**config.mk**
```make
export PLATFORM = sky130hd
export DESIGN_NAME = mem_ctrl_flat
export DESIGN_NICKNAME = d
export VERILOG_FILES = /design/src/rtl/mem_ctrl_if.sv /design/src/rtl/mem_ctrl.sv /design/src/flat_wrapper.sv
export SDC_FILE = /design/constraint.sdc
export NUM_CORES = 1
export LEC_CHECK = 0
export ABC_AREA = 0
export BUFFER_PORTS_ARGS = -buffer_cell sky130_fd_sc_hd__buf_2
export CAP_MARGIN = 20
export CORE_MARGIN = 3
export CORE_UTILIZATION = 40
export CTS_CLUSTER_DIAMETER = 100
export CTS_CLUSTER_SIZE = 40
export DETAILED_ROUTE_END_ITERATION = 7
export SYNTH_ARGS = -nofsm -noshare
export SYNTH_HDL_FRONTEND = slang
export SYNTH_SLANG_ARGS = --single-unit
```
**constraint.sdc**
```tcl
create_clock -name clk_in -period 5.4 [get_ports clk_in]
set_input_delay 0.27 -clock clk_in [delete_from_list [all_inputs] [get_ports clk_in]]
set_output_delay 0.27 -clock clk_in [all_outputs]
set_load 0.02 [all_outputs]
```
**src/rtl/mem_ctrl_if.sv**
```systemverilog
// mem_ctrl_if: client and RAM-side signals of the memory controller.
//   Fetch client: if_req/if_addr in, if_done/if_data out.
//   Load/store client: lsb_req/lsb_wr/lsb_addr/lsb_size/lsb_wdata in,
//     lsb_done/lsb_rdata out.
//   RAM/IO port: mem_din and io_buffer_full in, mem_dout/mem_a/mem_wr out.
// The slave modport is the controller's view; master is the environment's.
interface mem_ctrl_if;
  logic        if_req;
  logic [31:0] if_addr;
  logic        if_done;
  logic [31:0] if_data;
  logic        lsb_req;
  logic        lsb_wr;
  logic [31:0] lsb_addr;
  logic [1:0]  lsb_size;
  logic [31:0] lsb_wdata;
  logic        lsb_done;
  logic [31:0] lsb_rdata;
  logic        io_buffer_full;
  logic [7:0]  mem_din;
  logic [7:0]  mem_dout;
  logic [31:0] mem_a;
  logic        mem_wr;

  modport slave (
    input  if_req, if_addr, lsb_req, lsb_wr, lsb_addr, lsb_size, lsb_wdata,
           io_buffer_full, mem_din,
    output if_done, if_data, lsb_done, lsb_rdata, mem_dout, mem_a, mem_wr
  );

  modport master (
    output if_req, if_addr, lsb_req, lsb_wr, lsb_addr, lsb_size, lsb_wdata,
           io_buffer_full, mem_din,
    input  if_done, if_data, lsb_done, lsb_rdata, mem_dout, mem_a, mem_wr
  );
endinterface

```
**src/rtl/mem_ctrl.sv**
```systemverilog
// mem_ctrl: serializes fetch and load/store word/sub-word requests onto a
// byte-wide RAM/IO port with one-cycle read latency.
//   clk_in  - clock
//   rst_in  - synchronous active-high reset
//   rdy_in  - 0 freezes every register
//   clear   - pipeline flush; aborts reads, stores run to completion
//   bus     - mem_ctrl_if.slave (client handshakes + RAM port)
// The load/store client wins arbitration. IO stores (addr[17:16]==IO_SEL)
// hold off each byte while the UART buffer is full. All outputs are
// registered; the bus reads back as zero whenever no byte is issued.
module mem_ctrl #(
  parameter logic [1:0] IO_SEL = 2'b11
) (
  input  logic      clk_in,
  input  logic      rst_in,
  input  logic      rdy_in,
  input  logic      clear,
  mem_ctrl_if.slave bus
);
  typedef enum logic [1:0] {IDLE, IF_RD, LS_RD, LS_WR} state_t;

  state_t      state;
  logic [2:0]  cnt;     // reads: cycles spent in state; writes: bytes issued
  logic [2:0]  nbytes;
  logic [31:0] addr;
  logic [31:0] wdata;
  logic [31:0] rbuf;    // partial read assembly, cleared on accept

  logic        guard_ok;
  logic [2:0]  lsb_n;
  logic [1:0]  cap_idx;
  logic [31:0] rd_result;
  logic [31:0] rd_next_a;
  logic [31:0] wr_a;
  logic [7:0]  wr_byte;
  logic        wr_stall;
  logic        acc_stall;

  // A done pulse on the outputs marks the completion cycle; no new request
  // may be taken then, nor during a flush.
  assign guard_ok  = !bus.if_done && !bus.lsb_done && !clear;
  // In a read state with cnt = c, mem_din carries byte c-1.
  assign cap_idx   = cnt[1:0] - 2'd1;
  assign rd_next_a = addr + {29'd0, cnt} + 32'd1;
  assign wr_a      = addr + {29'd0, cnt};
  assign wr_byte   = wdata[{cnt[1:0], 3'b000} +: 8];
  assign wr_stall  = (addr[17:16] == IO_SEL) && bus.io_buffer_full;
  assign acc_stall = (bus.lsb_addr[17:16] == IO_SEL) && bus.io_buffer_full;

  always_comb begin
    case (bus.lsb_size)
      2'd0:    lsb_n = 3'd1;
      2'd1:    lsb_n = 3'd2;
      default: lsb_n = 3'd4;
    endcase
    // Final word: earlier bytes from rbuf, last byte straight off mem_din.
    rd_result = rbuf;
    rd_result[{cap_idx, 3'b000} +: 8] = bus.mem_din;
  end

  always_ff @(posedge clk_in) begin
    if (rst_in) begin
      state         <= IDLE;
      cnt           <= 3'd0;
      nbytes        <= 3'd0;
      addr          <= 32'd0;
      wdata         <= 32'd0;
      rbuf          <= 32'd0;
      bus.mem_a     <= 32'd0;
      bus.mem_wr    <= 1'b0;
      bus.mem_dout  <= 8'd0;
      bus.if_done   <= 1'b0;
      bus.lsb_done  <= 1'b0;
      bus.if_data   <= 32'd0;
      bus.lsb_rdata <= 32'd0;
    end else if (rdy_in) begin
      bus.if_done  <= 1'b0;
      bus.lsb_done <= 1'b0;
      bus.mem_a    <= 32'd0;
      bus.mem_wr   <= 1'b0;
      bus.mem_dout <= 8'd0;
      case (state)
        IDLE: begin
          if (guard_ok && (bus.lsb_req || bus.if_req)) begin
            cnt  <= 3'd0;
            rbuf <= 32'd0;
            if (bus.lsb_req) begin
              addr   <= bus.lsb_addr;
              wdata  <= bus.lsb_wdata;
              nbytes <= lsb_n;
              if (bus.lsb_wr) begin
                state <= LS_WR;
                // Byte 0 goes out on entry unless the IO buffer is full.
                if (!acc_stall) begin
                  bus.mem_a    <= bus.lsb_addr;
                  bus.mem_dout <= bus.lsb_wdata[7:0];
                  bus.mem_wr   <= 1'b1;
                  cnt          <= 3'd1;
                end
              end else begin
                state     <= LS_RD;
                bus.mem_a <= bus.lsb_addr;
              end
            end else begin
              state     <= IF_RD;
              addr      <= bus.if_addr;
              nbytes    <= 3'd4;
              bus.mem_a <= bus.if_addr;
            end
          end
        end
        IF_RD, LS_RD: begin
          if (clear) begin
            state <= IDLE;
          end else begin
            if (cnt != 3'd0) rbuf[{cap_idx, 3'b000} +: 8] <= bus.mem_din;
            if (cnt == nbytes) begin
              state <= IDLE;
              if (state == IF_RD) begin
                bus.if_done <= 1'b1;
                bus.if_data <= rd_result;
              end else begin
                bus.lsb_done  <= 1'b1;
                bus.lsb_rdata <= rd_result;
              end
            end else begin
              cnt <= cnt + 3'd1;
              if (cnt + 3'd1 < nbytes) bus.mem_a <= rd_next_a;
            end
          end
        end
        LS_WR: begin
          // Stores are already committed, so a flush has no effect here.
          if (cnt == nbytes) begin
            state        <= IDLE;
            bus.lsb_done <= 1'b1;
          end else if (!wr_stall) begin
            bus.mem_a    <= wr_a;
            bus.mem_dout <= wr_byte;
            bus.mem_wr   <= 1'b1;
            cnt          <= cnt + 3'd1;
          end
        end
      endcase
    end
  end
endmodule

```
**src/flat_wrapper.sv**
```systemverilog
// flat-port wrapper written by rule: the top's interface ports become plain ports
module mem_ctrl_flat 
#(
  parameter logic [1:0] IO_SEL = 2'b11
)
  (clk_in, rst_in, rdy_in, clear, bus_if_req, bus_if_addr, bus_lsb_req, bus_lsb_wr, bus_lsb_addr, bus_lsb_size, bus_lsb_wdata, bus_io_buffer_full, bus_mem_din, bus_if_done, bus_if_data, bus_lsb_done, bus_lsb_rdata, bus_mem_dout, bus_mem_a, bus_mem_wr);
  mem_ctrl_if bus_i ();
  input  logic clk_in;
  input  logic rst_in;
  input  logic rdy_in;
  input  logic clear;
  input wire logic [$bits(bus_i.if_req)-1:0] bus_if_req;
  input wire logic [$bits(bus_i.if_addr)-1:0] bus_if_addr;
  input wire logic [$bits(bus_i.lsb_req)-1:0] bus_lsb_req;
  input wire logic [$bits(bus_i.lsb_wr)-1:0] bus_lsb_wr;
  input wire logic [$bits(bus_i.lsb_addr)-1:0] bus_lsb_addr;
  input wire logic [$bits(bus_i.lsb_size)-1:0] bus_lsb_size;
  input wire logic [$bits(bus_i.lsb_wdata)-1:0] bus_lsb_wdata;
  input wire logic [$bits(bus_i.io_buffer_full)-1:0] bus_io_buffer_full;
  input wire logic [$bits(bus_i.mem_din)-1:0] bus_mem_din;
  output wire logic [$bits(bus_i.if_done)-1:0] bus_if_done;
  output wire logic [$bits(bus_i.if_data)-1:0] bus_if_data;
  output wire logic [$bits(bus_i.lsb_done)-1:0] bus_lsb_done;
  output wire logic [$bits(bus_i.lsb_rdata)-1:0] bus_lsb_rdata;
  output wire logic [$bits(bus_i.mem_dout)-1:0] bus_mem_dout;
  output wire logic [$bits(bus_i.mem_a)-1:0] bus_mem_a;
  output wire logic [$bits(bus_i.mem_wr)-1:0] bus_mem_wr;
  assign bus_i.if_req = bus_if_req;
  assign bus_i.if_addr = bus_if_addr;
  assign bus_i.lsb_req = bus_lsb_req;
  assign bus_i.lsb_wr = bus_lsb_wr;
  assign bus_i.lsb_addr = bus_lsb_addr;
  assign bus_i.lsb_size = bus_lsb_size;
  assign bus_i.lsb_wdata = bus_lsb_wdata;
  assign bus_i.io_buffer_full = bus_io_buffer_full;
  assign bus_i.mem_din = bus_mem_din;
  assign bus_if_done = bus_i.if_done;
  assign bus_if_data = bus_i.if_data;
  assign bus_lsb_done = bus_i.lsb_done;
  assign bus_lsb_rdata = bus_i.lsb_rdata;
  assign bus_mem_dout = bus_i.mem_dout;
  assign bus_mem_a = bus_i.mem_a;
  assign bus_mem_wr = bus_i.mem_wr;
  mem_ctrl #(.IO_SEL(IO_SEL)) u_core (.clk_in(clk_in), .rst_in(rst_in), .rdy_in(rdy_in), .clear(clear), .bus(bus_i));
endmodule
```
# Yosys cells after proc, flatten, opt, wreduce, memory -nomap -nowiden
# Cells that the tools add are included.
# word_totals
reg_bits,211
out_inout_bits,107
# op_classes
addsub,5
magnitude_cmp,1
eq_ne,13
shifts,3
mux,56
bitwise,2
n_reduce_logical,21
# ops
operator,count
32-bit 2-to-1 mux,13
32-bit one-hot mux with 3 select lines,1
32-bit one-hot mux with 2 select lines,1
8-bit 2-to-1 mux,6
32-bit by 1-bit adder with 32-bit output (second input constant),1
32-bit by 3-bit adder with 32-bit output,1
32-bit bitwise mux,1
8-bit by 7-bit variable shift with 32-bit output (first input constant),1
32-bit by 6-bit indexed part select with 8-bit output,1
8-bit by 7-bit indexed part select with 32-bit output,1
3-bit 2-to-1 mux,8
1-bit 2-to-1 mux,16
8-bit one-hot mux with 2 select lines,1
5-bit AND reduction,3
3-bit one-hot mux with 3 select lines,1
2-bit equality test (second input constant),4
2-bit 2-to-1 mux,4
2-bit inequality test (second input constant),4
5-bit negator with 7-bit output,1
2-bit one-hot mux with 3 select lines,1
3-bit one-hot mux with 2 select lines,1
6-bit AND reduction,1
1-bit logical AND,5
2-bit by 1-bit equality test with 1-bit output (second input constant),2
other kinds (16),22

# Depth between registers and ports, before layout
# Gate-level depths: netlist of the first run.
# depth
word_depth,7
ltp_mapped,14

# Least setup slack after synthesis of the first run
# No wires, ideal clock.
# synth_path
path_type,reg-to-reg
from,register u_core.cnt[1]
to,register u_core.bus.mem_a[25]
t_arrival_ps,3706
setup_slack_ps,1571
stages_incl_launch_ff,13
path_buffers,2
synth_period_minus_slack_ps,3829
path_cell_list,dfxtp_1 > clkbuf_1 > inv_1 > fa_1 > nand2b_2 > a2111oi_4 > xor2_2 > o21ai_2 > or4b_4 > buf_6 > nor4b_4 > a211oi_1 > a311o_1
# synth_via
elab_chain_cells,6
word_cells_on_any_way,11
# synth_rtl
item,line,source
start: declaration,mem_ctrl.sv:23,logic [2:0] cnt;
start signal: assignment,mem_ctrl.sv:127,cnt <= cnt + 3'd1;
start signal: assignment,mem_ctrl.sv:141,cnt <= cnt + 3'd1;
32-bit by 3-bit adder with 32-bit output or 3-bit by 1-bit adder with 3-bit output (tied branches),"mem_ctrl.sv:44, mem_ctrl.sv:45, mem_ctrl.sv:128",
32-bit by 1-bit adder with 32-bit output or 3-bit less-than comparator (tied branches),"mem_ctrl.sv:44, mem_ctrl.sv:128",
32-bit 2-to-1 mux,mem_ctrl.sv:128,if (cnt + 3'd1 < nbytes) bus.mem_a <= rd_next_a;
32-bit 2-to-1 mux,mem_ctrl.sv:117,if (cnt == nbytes) begin
32-bit 2-to-1 mux,mem_ctrl.sv:113,if (clear) begin
32-bit one-hot mux with 3 select lines (*),mem_ctrl.sv:82,case (state)
end signal: assignment,mem_ctrl.sv:95,bus.mem_a <= bus.lsb_addr;
end signal: assignment,mem_ctrl.sv:128,
end signal: assignment,mem_ctrl.sv:138,bus.mem_a <= wr_a;
end: declaration,mem_ctrl_if.sv:28,"output if_done, if_data, lsb_done, lsb_rdata, mem_dout, mem_a, mem_wr"
# Every way passes the cells marked *; elsewhere a longest branch is shown, timed or not.
# A chain may end at the register's enable or synchronous reset.

# Worst setup path after layout of the first run
# Same ends and word-level chain as after synthesis.

==> out/qor.csv, run 1 <==
stage;metric;value;unit
floorplan;die area;29500;um2
worst_setup_path;WP buf/inv;1;
clocking;clk buf depth;3;
hold_path;Worst Hold Endpoint;u_core.wdata[31];
sta;Final Max Slew Viols;0;
sta;final worst path period need;4.33;ns
hold_path;min-delay src;bus_lsb_wdata[31];
final_layout;nets@finish;1671;
final_layout;register area;4220;um2
detailed_routing;DR iter-0 viols;724;
yosys;Commonest cells post-synth;dfxtp_1 (211), nor2_1 (208), a21oi_1 (157);
pwr;Int Pwr;2.18;mW
final_layout;Final Instance Area;12800;um2
global_route;gr usage total;22.2;%
placement;GP Congestion;0.939;
yosys;Avg Cell Area, Syn;7.99;um2
yosys;Netlist Area Pre-Place;11000;um2
pwr;PD cells;241;nW/um2
placement;DP HPWL;24300;um
global_route;Overflow after GRT;0;
sta;Hold Violations, Final;0;
final_layout;share of cells above drive strength 1;18.9;%
final_layout;fill count;2681;
clocking;# clock sinks;211;
yosys;count leader, synth;dfxtp_1;
global_route;most used routing layer;met2;
detailed_routing;DRC;0;
placement;pre-CTS WS;1.16;ns
detailed_routing;DR pass1 iterations;5;
clocking;clock buffers created by TritonCTS;10;
detailed_routing;post-route ant nets;0;
yosys;Yosys cell types;80;
clocking;Clock transition at path regs;0.14;ns
final_layout;ant diodes;0;
sta;final setup vio count;0;
sta;period utilization;80.2;%
worst_setup_path;R2R cell count;10;
floorplan;core area;27000;um2
yosys;ys async rst share;0;%
yosys;post-synthesis sequential area ratio;38.5;%
yosys;Synth area leader;dfxtp_1;
worst_setup_path;path type of the worst setup path;flip-flop to flip-flop;
status;status;complete, no violations;
detailed_routing;drt wl/cell;18.2;um
pwr;Power Total;3.09;mW
floorplan;initial core utilization;40.8;%
detailed_routing;via count;10600;
floorplan;Boundary Pins;221;
worst_setup_path;Worst EP required;5.80;ns
final_layout;area grow syn2layout;16.8;%
yosys;Mapped Cells;1375;
global_route;vias in the first global route;9712;
yosys;Syn Nets;1507;
run;max_cap viols;0;
hold_path;hold path cells;3;
worst_setup_path;CP max stage delay;0.81;ns
hold_path;worst hold path type;input pin to flip-flop;
yosys;Yosys warnings;0;
worst_setup_path;reg2reg end;u_core.bus.mem_a[25];
sta;final hold slack;0.0153;ns
global_route;largest net degree at the start of global routing;100;
sta;RSZ-0062 raised after global routing;no;
worst_setup_path;Critical Path Fanout Max;15;
floorplan;DIE WIDTH;172;um
global_route;initial antenna violation count;0;
sta;worst-margin pin slew;1.06;ns
worst_setup_path;flop2flop setup slack;1.07;ns
placement;IO buf count;220;
clocking;Clk Latency, worst-skew pair;0.49;ns
worst_setup_path;Arr. time, crit path;4.73;ns
sta;clk_skew;0.0219;ns
worst_setup_path;CP Cell Sequence;inv_1 > fa_1 > nor3b_2 > and4b_1 > o21ai_0 > a211oi_1 > nand2_1 > nor4b_4 > a211oi_1 > a311o_1;
clocking;post-cts sizing count;0;
clocking;Root Buffer;clkbuf_16;
detailed_routing;Avg Vias per Cell;5.64;
global_route;GRT met3 Usage;3.65;%
placement;Placement Cell Area;12300;um2
global_route;global-route wire length before repair;53600;um
floorplan;DIE HEIGHT;172;um
clocking;TritonCTS clock tree;yes;
pwr;sw frac;29.4;%
yosys;Synth Flop Type;dfxtp_1;
worst_setup_path;CP Capture Type;flip-flop;
global_route;GR Layer Usage met1;33.4;%
yosys;dominant cells by area after synthesis;dfxtp_1 (38%), a211oi_1 (7.4%), a21oi_1 (7.2%);
worst_setup_path;Reg2Reg Launch Point;u_core.cnt[1];
global_route;met2 usage;33.6;%
worst_setup_path;crit start category;flip-flop;
pwr;Pleak;4.77;nW
worst_setup_path;Worst path depth;10;
final_layout;area occupied by multi-input gates;6280;um2
yosys;#FFs+latches synth;211;
worst_setup_path;Slowest-stage cell, CP;dfxtp_1;
floorplan;row count;60;
pwr;combinational fraction of design power;14.7;%
pwr;VDD IR max;0.000182;V
worst_setup_path;CP most frequent cell;a211oi_1;
pwr;Clk pwr share;31.7;%
pwr;sequential share of power;53.6;%
worst_setup_path;family with the most delay on the worst path;simple AND/OR/NAND/NOR gates;
yosys;Synth top area share;38.5;%
sta;fmax;0.231;GHz
sta;Setup TNS;0;ns
detailed_routing;drt total wl;34300;um
yosys;number of synthesized flops with an enable pin;0;
clocking;H-tree depth;1;
sta;final setup margin;1.07;ns
sta;Rel. slew slack;29.3;%
pwr;Switch Pwr;0.909;mW
-- worst reg2reg max path: cells and delay by family, from the launching register on --
family	cells	cell delay [ns]
simple gates	4	1.43
compound gates	4	1.24
flops	1	0.81
fa+ha+maj	1	0.52
buf+inv	1	0.25
-- cell families after synthesis --
kind of cell             after synthesis  share of synthesized area (%)
AO/OA/AOI/OAI                        415                           25.3
XOR/XNOR                              39                           3.18
adder cells (fa/ha/maj)               18                           2.12
buffers and inverters                128                           4.61
flip-flops                           211                           38.5
multiplexers                          10                           1.82
AND/OR/NAND/NOR                      554                           24.5
-- power by group through the flow --
stage / clock (mW) / combinational (mW) / sequential, mW
after detailed placement: 0 / 0.442 / 1.69
final: 0.980 / 0.455 / 1.66
after global routing: 1.06 / 0.505 / 1.66
after global placement: 0 / 0.439 / 1.69
after CTS: 1.01 / 0.453 / 1.66
after floorplan: 0 / 0.274 / 1.69
-- layer usage --
metal	up-vias	wire, um
li1	5281	-
met2	302	14700
met3	32	2200
met1	5006	16900
met4	0	522
met5	-	0
-- registers in the layout (all words and copies together) (netlist names) --
register	flops
u_core.bus.mem_a	32
u_core.bus.if_done	1
u_core.bus.mem_dout	8
u_core.nbytes	3
u_core.bus.if_data	32
u_core.cnt	3
u_core.wdata	32
u_core.rbuf	32
u_core.bus.mem_wr	1
u_core.addr	32
u_core.state	2
u_core.bus.lsb_rdata	32
u_core.bus.lsb_done	1
-- cell usage in the layout, fill, tap and decap left out, types with 9 or more instances in the layout --
master and count:
a211oi_1 109, a21oi_1 157, a221oi_1 12, a2bb2oi_1 32, and3_1 11, and4_1 9
buf_2 220, buf_4 19, clkbuf_16 11, dfxtp_1 211, dlygate4sd3_1 15, ha_1 17
inv_1 22, nand2_1 123, nand3_1 27, nand4_1 12, nor2_1 207, nor2b_1 69
nor3_1 39, o211ai_1 10, o21ai_0 24, xnor2_1 20, xor2_1 18
-- worst max path at each step --
stage | start | endpoint | slack (ns)
2_1_floorplan | u_core.cnt[1] | u_core.bus.mem_a[25] | 1.57
3_3_place_gp | u_core.cnt[1] | u_core.bus.mem_a[25] | 1.25
3_5_place_dp | u_core.cnt[1] | u_core.bus.mem_a[25] | 1.16
4_1_cts | u_core.cnt[1] | u_core.bus.mem_a[25] | 1.15
5_1_grt | u_core.cnt[1] | u_core.bus.mem_a[29] | 0.73
6_report | u_core.cnt[1] | u_core.bus.mem_a[25] | 1.07
-- metrics by stage --
step	util [%]	cells
after floorplan	-	1375
after global placement	45.5	1850
after detailed placement	45.5	1850
after CTS	47.4	1881
after global routing	47.6	1884
final	47.6	1884
-- area by class of cell --
| class | instances | area share [%] |
|---|---|---|
| flip-flops and latches | 211 | 32.9 |
| repair buffers | 257 | 11.3 |
| multi-input cells | 1036 | 49.0 |
| clock buffers | 11 | 2.15 |
| clock inverters | 5 | 0.634 |
| inverters | 23 | 0.673 |
| well taps | 341 | 3.33 |
-- repair_timing --
action                                 CTS  global route
setup endpoints to repair                0             0
buffers inserted                         0             0
endpoints found under the hold margin   15             0
hold buffers                            15             0
Power figures use the tool's default switching activity.
==> run 2, diff against run 1 <==
- clock period: 5.4 -> 4 ns (I/O delays scaled with it)
==> run 2 against run 1 <==
Effect of this change:
- clock-buffer cell count unchanged
- global-route usage increased by 0.84 points
- flip-flop and latch count unchanged
- total power increased by 36%
- highest routed layer is now met5
- critical path depth increased by 1
- sequential power increased by 34%
- combinational power increased by 40%
- critical endpoint unchanged
- worst setup slack got worse by 0.88 ns
- maximum frequency increased by 14%
- die area unchanged
- cell area increased by 2.2%
- cell count increased by 1.8%
==> out/qor.csv, run 2 (synthesis results as in run 1) <==
stage;metric;value;unit
final_layout;ant diodes;0;
sta;Setup TNS;0;ns
worst_setup_path;Worst EP required;4.38;ns
status;status;complete, no violations;
final_layout;most frequent cells in the layout;buf_2 (219), dfxtp_1 (211), nor2_1 (207), a21oi_1 (157), nand2_1 (123);
clocking;clock buffers created by TritonCTS;11;
detailed_routing;post-route ant nets;0;
floorplan;initial core utilization;40.8;%
pwr;sequential share of power;53.0;%
global_route;GRT met3 Usage;3.42;%
clocking;Clock transition at path regs;0.12;ns
floorplan;Boundary Pins;221;
global_route;Overflow after GRT;0;
global_route;vias in the first global route;9913;
floorplan;DIE HEIGHT;172;um
pwr;VDD IR max;0.000247;V
detailed_routing;drt total wl;35100;um
worst_setup_path;family with the most delay on the worst path;simple AND/OR/NAND/NOR gates;
clocking;clk buf depth;3;
pwr;Switch Pwr;1.26;mW
sta;fmax;0.263;GHz
sta;Rel. slew slack;33.8;%
hold_path;worst hold path type;input pin to flip-flop;
detailed_routing;Avg Vias per Cell;5.65;
floorplan;DIE WIDTH;172;um
worst_setup_path;CP max stage delay;0.64;ns
run;max_cap viols;0;
global_route;GR Layer Usage met1;34.8;%
worst_setup_path;crit start category;flip-flop;
global_route;most used routing layer;met2;
sta;final setup vio count;0;
sta;Final Max Slew Viols;0;
placement;DP HPWL;25000;um
worst_setup_path;Slowest-stage cell, CP;or4b_4;
worst_setup_path;Critical Path Fanout Max;10;
final_layout;most common cell after layout, fill and taps aside;buf_2;
final_layout;Finished Core Util;48.6;%
sta;final worst path period need;3.80;ns
detailed_routing;DR iter-0 viols;814;
global_route;initial antenna violation count;2;
final_layout;post-route non-filler standard cell count;1917;
sta;worst-margin pin slew;0.993;ns
clocking;# clock sinks;211;
sta;clk_skew;0.0318;ns
sta;RSZ-0062 raised after global routing;no;
placement;IO buf count;220;
worst_setup_path;CP Cell Sequence;ha_1 > inv_1 > fa_1 > nand2b_2 > a2111oi_4 > xor2_2 > o21ai_2 > or4b_4 > nor4b_4 > a211oi_1 > a311o_1;
floorplan;die area;29500;um2
sta;Hold Violations, Final;0;
detailed_routing;via count;10800;
final_layout;share of cells above drive strength 1;19.4;%
clocking;H-tree depth;1;
final_layout;area grow syn2layout;19.3;%
pwr;combinational fraction of design power;15.1;%
worst_setup_path;WP buf/inv;1;
worst_setup_path;CP Capture Type;flip-flop;
pwr;PD cells;322;nW/um2
clocking;Root Buffer;clkbuf_16;
clocking;Clk Latency, worst-skew pair;0.50;ns
pwr;sw frac;29.8;%
placement;GP Congestion;0.904;
floorplan;row count;60;
clocking;TritonCTS clock tree;yes;
final_layout;nets@finish;1705;
global_route;gr usage total;23.0;%
worst_setup_path;path type of the worst setup path;flip-flop to flip-flop;
detailed_routing;drt wl/cell;18.3;um
global_route;global-route wire length before repair;55000;um
worst_setup_path;Arr. time, crit path;4.18;ns
pwr;Int Pwr;2.96;mW
pwr;Clk pwr share;32.0;%
global_route;met2 usage;35.2;%
global_route;largest net degree at the start of global routing;97;
floorplan;core area;27000;um2
placement;Placed Cells;1864;
sta;period utilization;95.1;%
detailed_routing;DRC;0;
detailed_routing;DR pass1 iterations;6;
pwr;Pleak;4.91;nW
==> run 2: cell type report <==
type	instances	area [um2]
clock buffers	11	275
clock inverters	5	83.8
fillers	2649	13800
inverters	23	86.3
multi-input cells	1036	6290
flip-flops and latches	211	4220
well taps	341	427
repair buffers	290	1730
==> run 2: routing by layer <==
layer / vias up / wire (um) / part of all wire [%]
met5: - / 27 / 0.077
met4: 4 / 416 / 1.2
met3: 32 / 2480 / 7.1
met2: 348 / 15300 / 43
met1: 5090 / 16900 / 48
li1: 5353 / - / -
==> run 2: timing repair <==
item                                   in CTS  in global routing
hold buffers                               34                  0
resized for setup                           0                  1
buffers inserted                            0                  1
endpoints found under the hold margin      34                  0
setup endpoints to repair                   0                  3
==> run 2: worst paths after layout <==
check / startpoint / end / slack [ns] / cells past startpoint
setup reg to reg: u_core.cnt[0] / u_core.bus.mem_a[25] / 0.20 / 11
hold reg to reg: u_core.wdata[19] / u_core.wdata[19] / 0.46 / 2
hold / removal: bus_lsb_addr[6] / u_core.addr[6] / 0.02 / 3
setup / recovery: u_core.cnt[0] / u_core.bus.mem_a[25] / 0.20 / 11
==> run 2: power by group through the flow <==
stage / sequential [mW] / combinational [mW] / clock (mW)
2_1_floorplan: 2.29 / 0.369 / 0
3_3_place_gp: 2.28 / 0.600 / 0
3_5_place_dp: 2.28 / 0.604 / 0
4_1_cts: 2.23 / 0.632 / 1.39
5_1_grt: 2.24 / 0.707 / 1.45
6_report: 2.23 / 0.635 / 1.35
==> run 2: worst reg2reg max path: cells and delay by family (launching register included) <==
kind	cells	cell delay, ns
AND/OR/NAND/NOR	3	1.32
flip-flops	1	0.35
XOR/XNOR	1	0.22
buffers and inverters	1	0.08
AO/OA/AOI/OAI	4	1.01
adder cells (fa/ha/maj)	2	0.72
==> run 2: metrics by stage <==
| stage | hold WS [ns] | instance area (um2) | setup WS, ns | total power [mW] |
|---|---|---|---|---|
| detailed placement | 0.448 | 12400 | 0.189 | 2.89 |
| floorplan | 0.336 | 11000 | 0.171 | 2.66 |
| global placement | 0.439 | 12400 | 0.209 | 2.88 |
| finish | 0.0234 | 13100 | 0.195 | 4.22 |
| CTS | 0.0142 | 13100 | 0.157 | 4.26 |
| global route | 0.0398 | 13100 | 0.0108 | 4.40 |
==> run 3, diff against run 2 <==
- clock period: 4 -> 3.9 ns (I/O delays scaled with it)
==> run 3 against run 2 <==
Effect of this change:
- first-iteration DRC count up 8.0%
- clock power about the same
- routed wire length fell by 0.34%
- hold slack got worse by 0.0035 ns
- cell area up 0.46%
- global-route usage shrank 0.28 points
- sequential power is 3% higher
- clock-buffer cell count grew 2
- critical endpoint is now u_core.bus.mem_a[26]
- highest routed layer unchanged
==> out/qor.csv, run 3 (synthesis results as in run 1) <==
stage;metric;value;unit
floorplan;core area;27000;um2
clocking;clock buffers created by TritonCTS;11;
floorplan;Boundary Pins;221;
detailed_routing;DR iter-0 viols;879;
final_layout;most common cell after layout, fill and taps aside;buf_2;
pwr;PD cells;328;nW/um2
pwr;VDD IR max;0.000224;V
run;max_cap viols;0;
detailed_routing;Avg Vias per Cell;5.63;
clocking;clk buf depth;3;
pwr;Pleak;4.94;nW
global_route;initial antenna violation count;2;
global_route;largest net degree at the start of global routing;92;
final_layout;nets@finish;1710;
floorplan;DIE WIDTH;172;um
final_layout;Finished Core Util;48.9;%
detailed_routing;DR pass1 iterations;6;
clocking;Root Buffer;clkbuf_16;
clocking;Clock transition at path regs;0.12;ns
sta;Hold Violations, Final;0;
sta;RSZ-0062 raised after global routing;no;
hold_path;worst hold path type;input pin to flip-flop;
sta;worst-margin pin slew;0.951;ns
worst_setup_path;Critical Path Fanout Max;10;
detailed_routing;drt total wl;35000;um
sta;clk_skew;0.0228;ns
sta;Rel. slew slack;36.6;%
placement;GP Congestion;0.935;
placement;Placement Cell Area;12500;um2
final_layout;share of cells above drive strength 1;19.7;%
global_route;global-route wire length before repair;55000;um
final_layout;most frequent cells in the layout;buf_2 (220), dfxtp_1 (211), nor2_1 (207), a21oi_1 (157), nand2_1 (123);
placement;DP HPWL;24500;um
final_layout;ant diodes;0;
sta;Setup TNS;0;ns
floorplan;DIE HEIGHT;172;um
status;status;complete, no violations;
worst_setup_path;CP Capture Type;flip-flop;
sta;final worst path period need;3.71;ns
final_layout;Final Instance Area;13200;um2
clocking;TritonCTS clock tree;yes;
clocking;Clk Latency, worst-skew pair;0.49;ns
sta;period utilization;95.2;%
detailed_routing;drt wl/cell;18.2;um
worst_setup_path;Arr. time, crit path;4.07;ns
clocking;# clock sinks;211;
worst_setup_path;Worst EP required;4.26;ns
worst_setup_path;flop2flop setup slack;0.19;ns
global_route;gr usage total;22.7;%
floorplan;die area;29500;um2
worst_setup_path;path type of the worst setup path;flip-flop to flip-flop;
floorplan;initial core utilization;40.8;%
detailed_routing;DRC;0;
worst_setup_path;crit start category;flip-flop;
clocking;H-tree depth;1;
detailed_routing;via count;10800;
sta;fmax;0.269;GHz
global_route;Overflow after GRT;0;
final_layout;fill count;2672;
floorplan;row count;60;
final_layout;area grow syn2layout;19.9;%
sta;final setup vio count;0;
global_route;vias in the first global route;9985;
sta;Final Max Slew Viols;0;
detailed_routing;post-route ant nets;0;
placement;IO buf count;220;
[run 3: area by class of cell]
cell class	count	area, um2	area share, %
Sequential cell	211	4220	32.1
Clock buffer	13	293	2.22
Tap cell	341	427	3.24
Clock inverter	4	63.8	0.485
Multi-Input combinational cell	1036	6290	47.8
Timing Repair Buffer	295	1790	13.6
Inverter	23	86.3	0.656
[run 3: critical path, cell delays in order, from the launching register on]
cell and delay, ns:
dfxtp_1 0.36, ha_1 0.21, inv_1 0.08, fa_2 0.45, nand2b_2 0.29, a2111oi_4 0.43, xor2_2 0.24, o21ai_2 0.12
or4b_4 0.63, and4bb_1 0.36, nor3_1 0.06, or3_1 0.35
[run 3: layer usage]
metal	GRT usage, %	vias to the layer above	share of wire [%]
li1	-	5347	-
met1	33.4	5128	48
met2	36.2	333	45
met3	2.92	26	5.6
met4	3.85	2	1.2
met5	0	-	0.037
[run 3: final timing paths]
check,from,end,cells after the start
max,u_core.addr[0],u_core.bus.mem_a[26],11
max reg2reg,u_core.addr[0],u_core.bus.mem_a[26],11
min reg2reg,u_core.wdata[19],u_core.wdata[19],2
min,bus_lsb_addr[8],u_core.addr[8],3
[run 3: what timing repair did]
action	4_1_cts	5_1_grt
resized for setup	0	2
hold endpoints to repair	33	0
buffers inserted	0	0
hold buffers	34	0
endpoints found under the setup margin	0	8
[run 3: stage by stage]
step                      hold slack, ns  instances  power [mW]  worst slack (ns)
final                             0.0200       1923        4.31             0.187
after global routing              0.0392       1923        4.50           0.00536
after detailed placement           0.441       1871        2.96             0.110
after CTS                        0.00782       1922        4.35            0.0723
after floorplan                    0.331       1375        2.72            0.0715
after global placement             0.437       1870        2.96             0.177
[run 3: where the power goes]
group / switching, mW / leakage (nW) / internal (mW) / total, mW
Sequential: 0.0676 / 1.71 / 2.22 / 2.29
Clock: 0.787 / 0.174 / 0.581 / 1.37
Combinational: 0.402 / 3.05 / 0.255 / 0.656
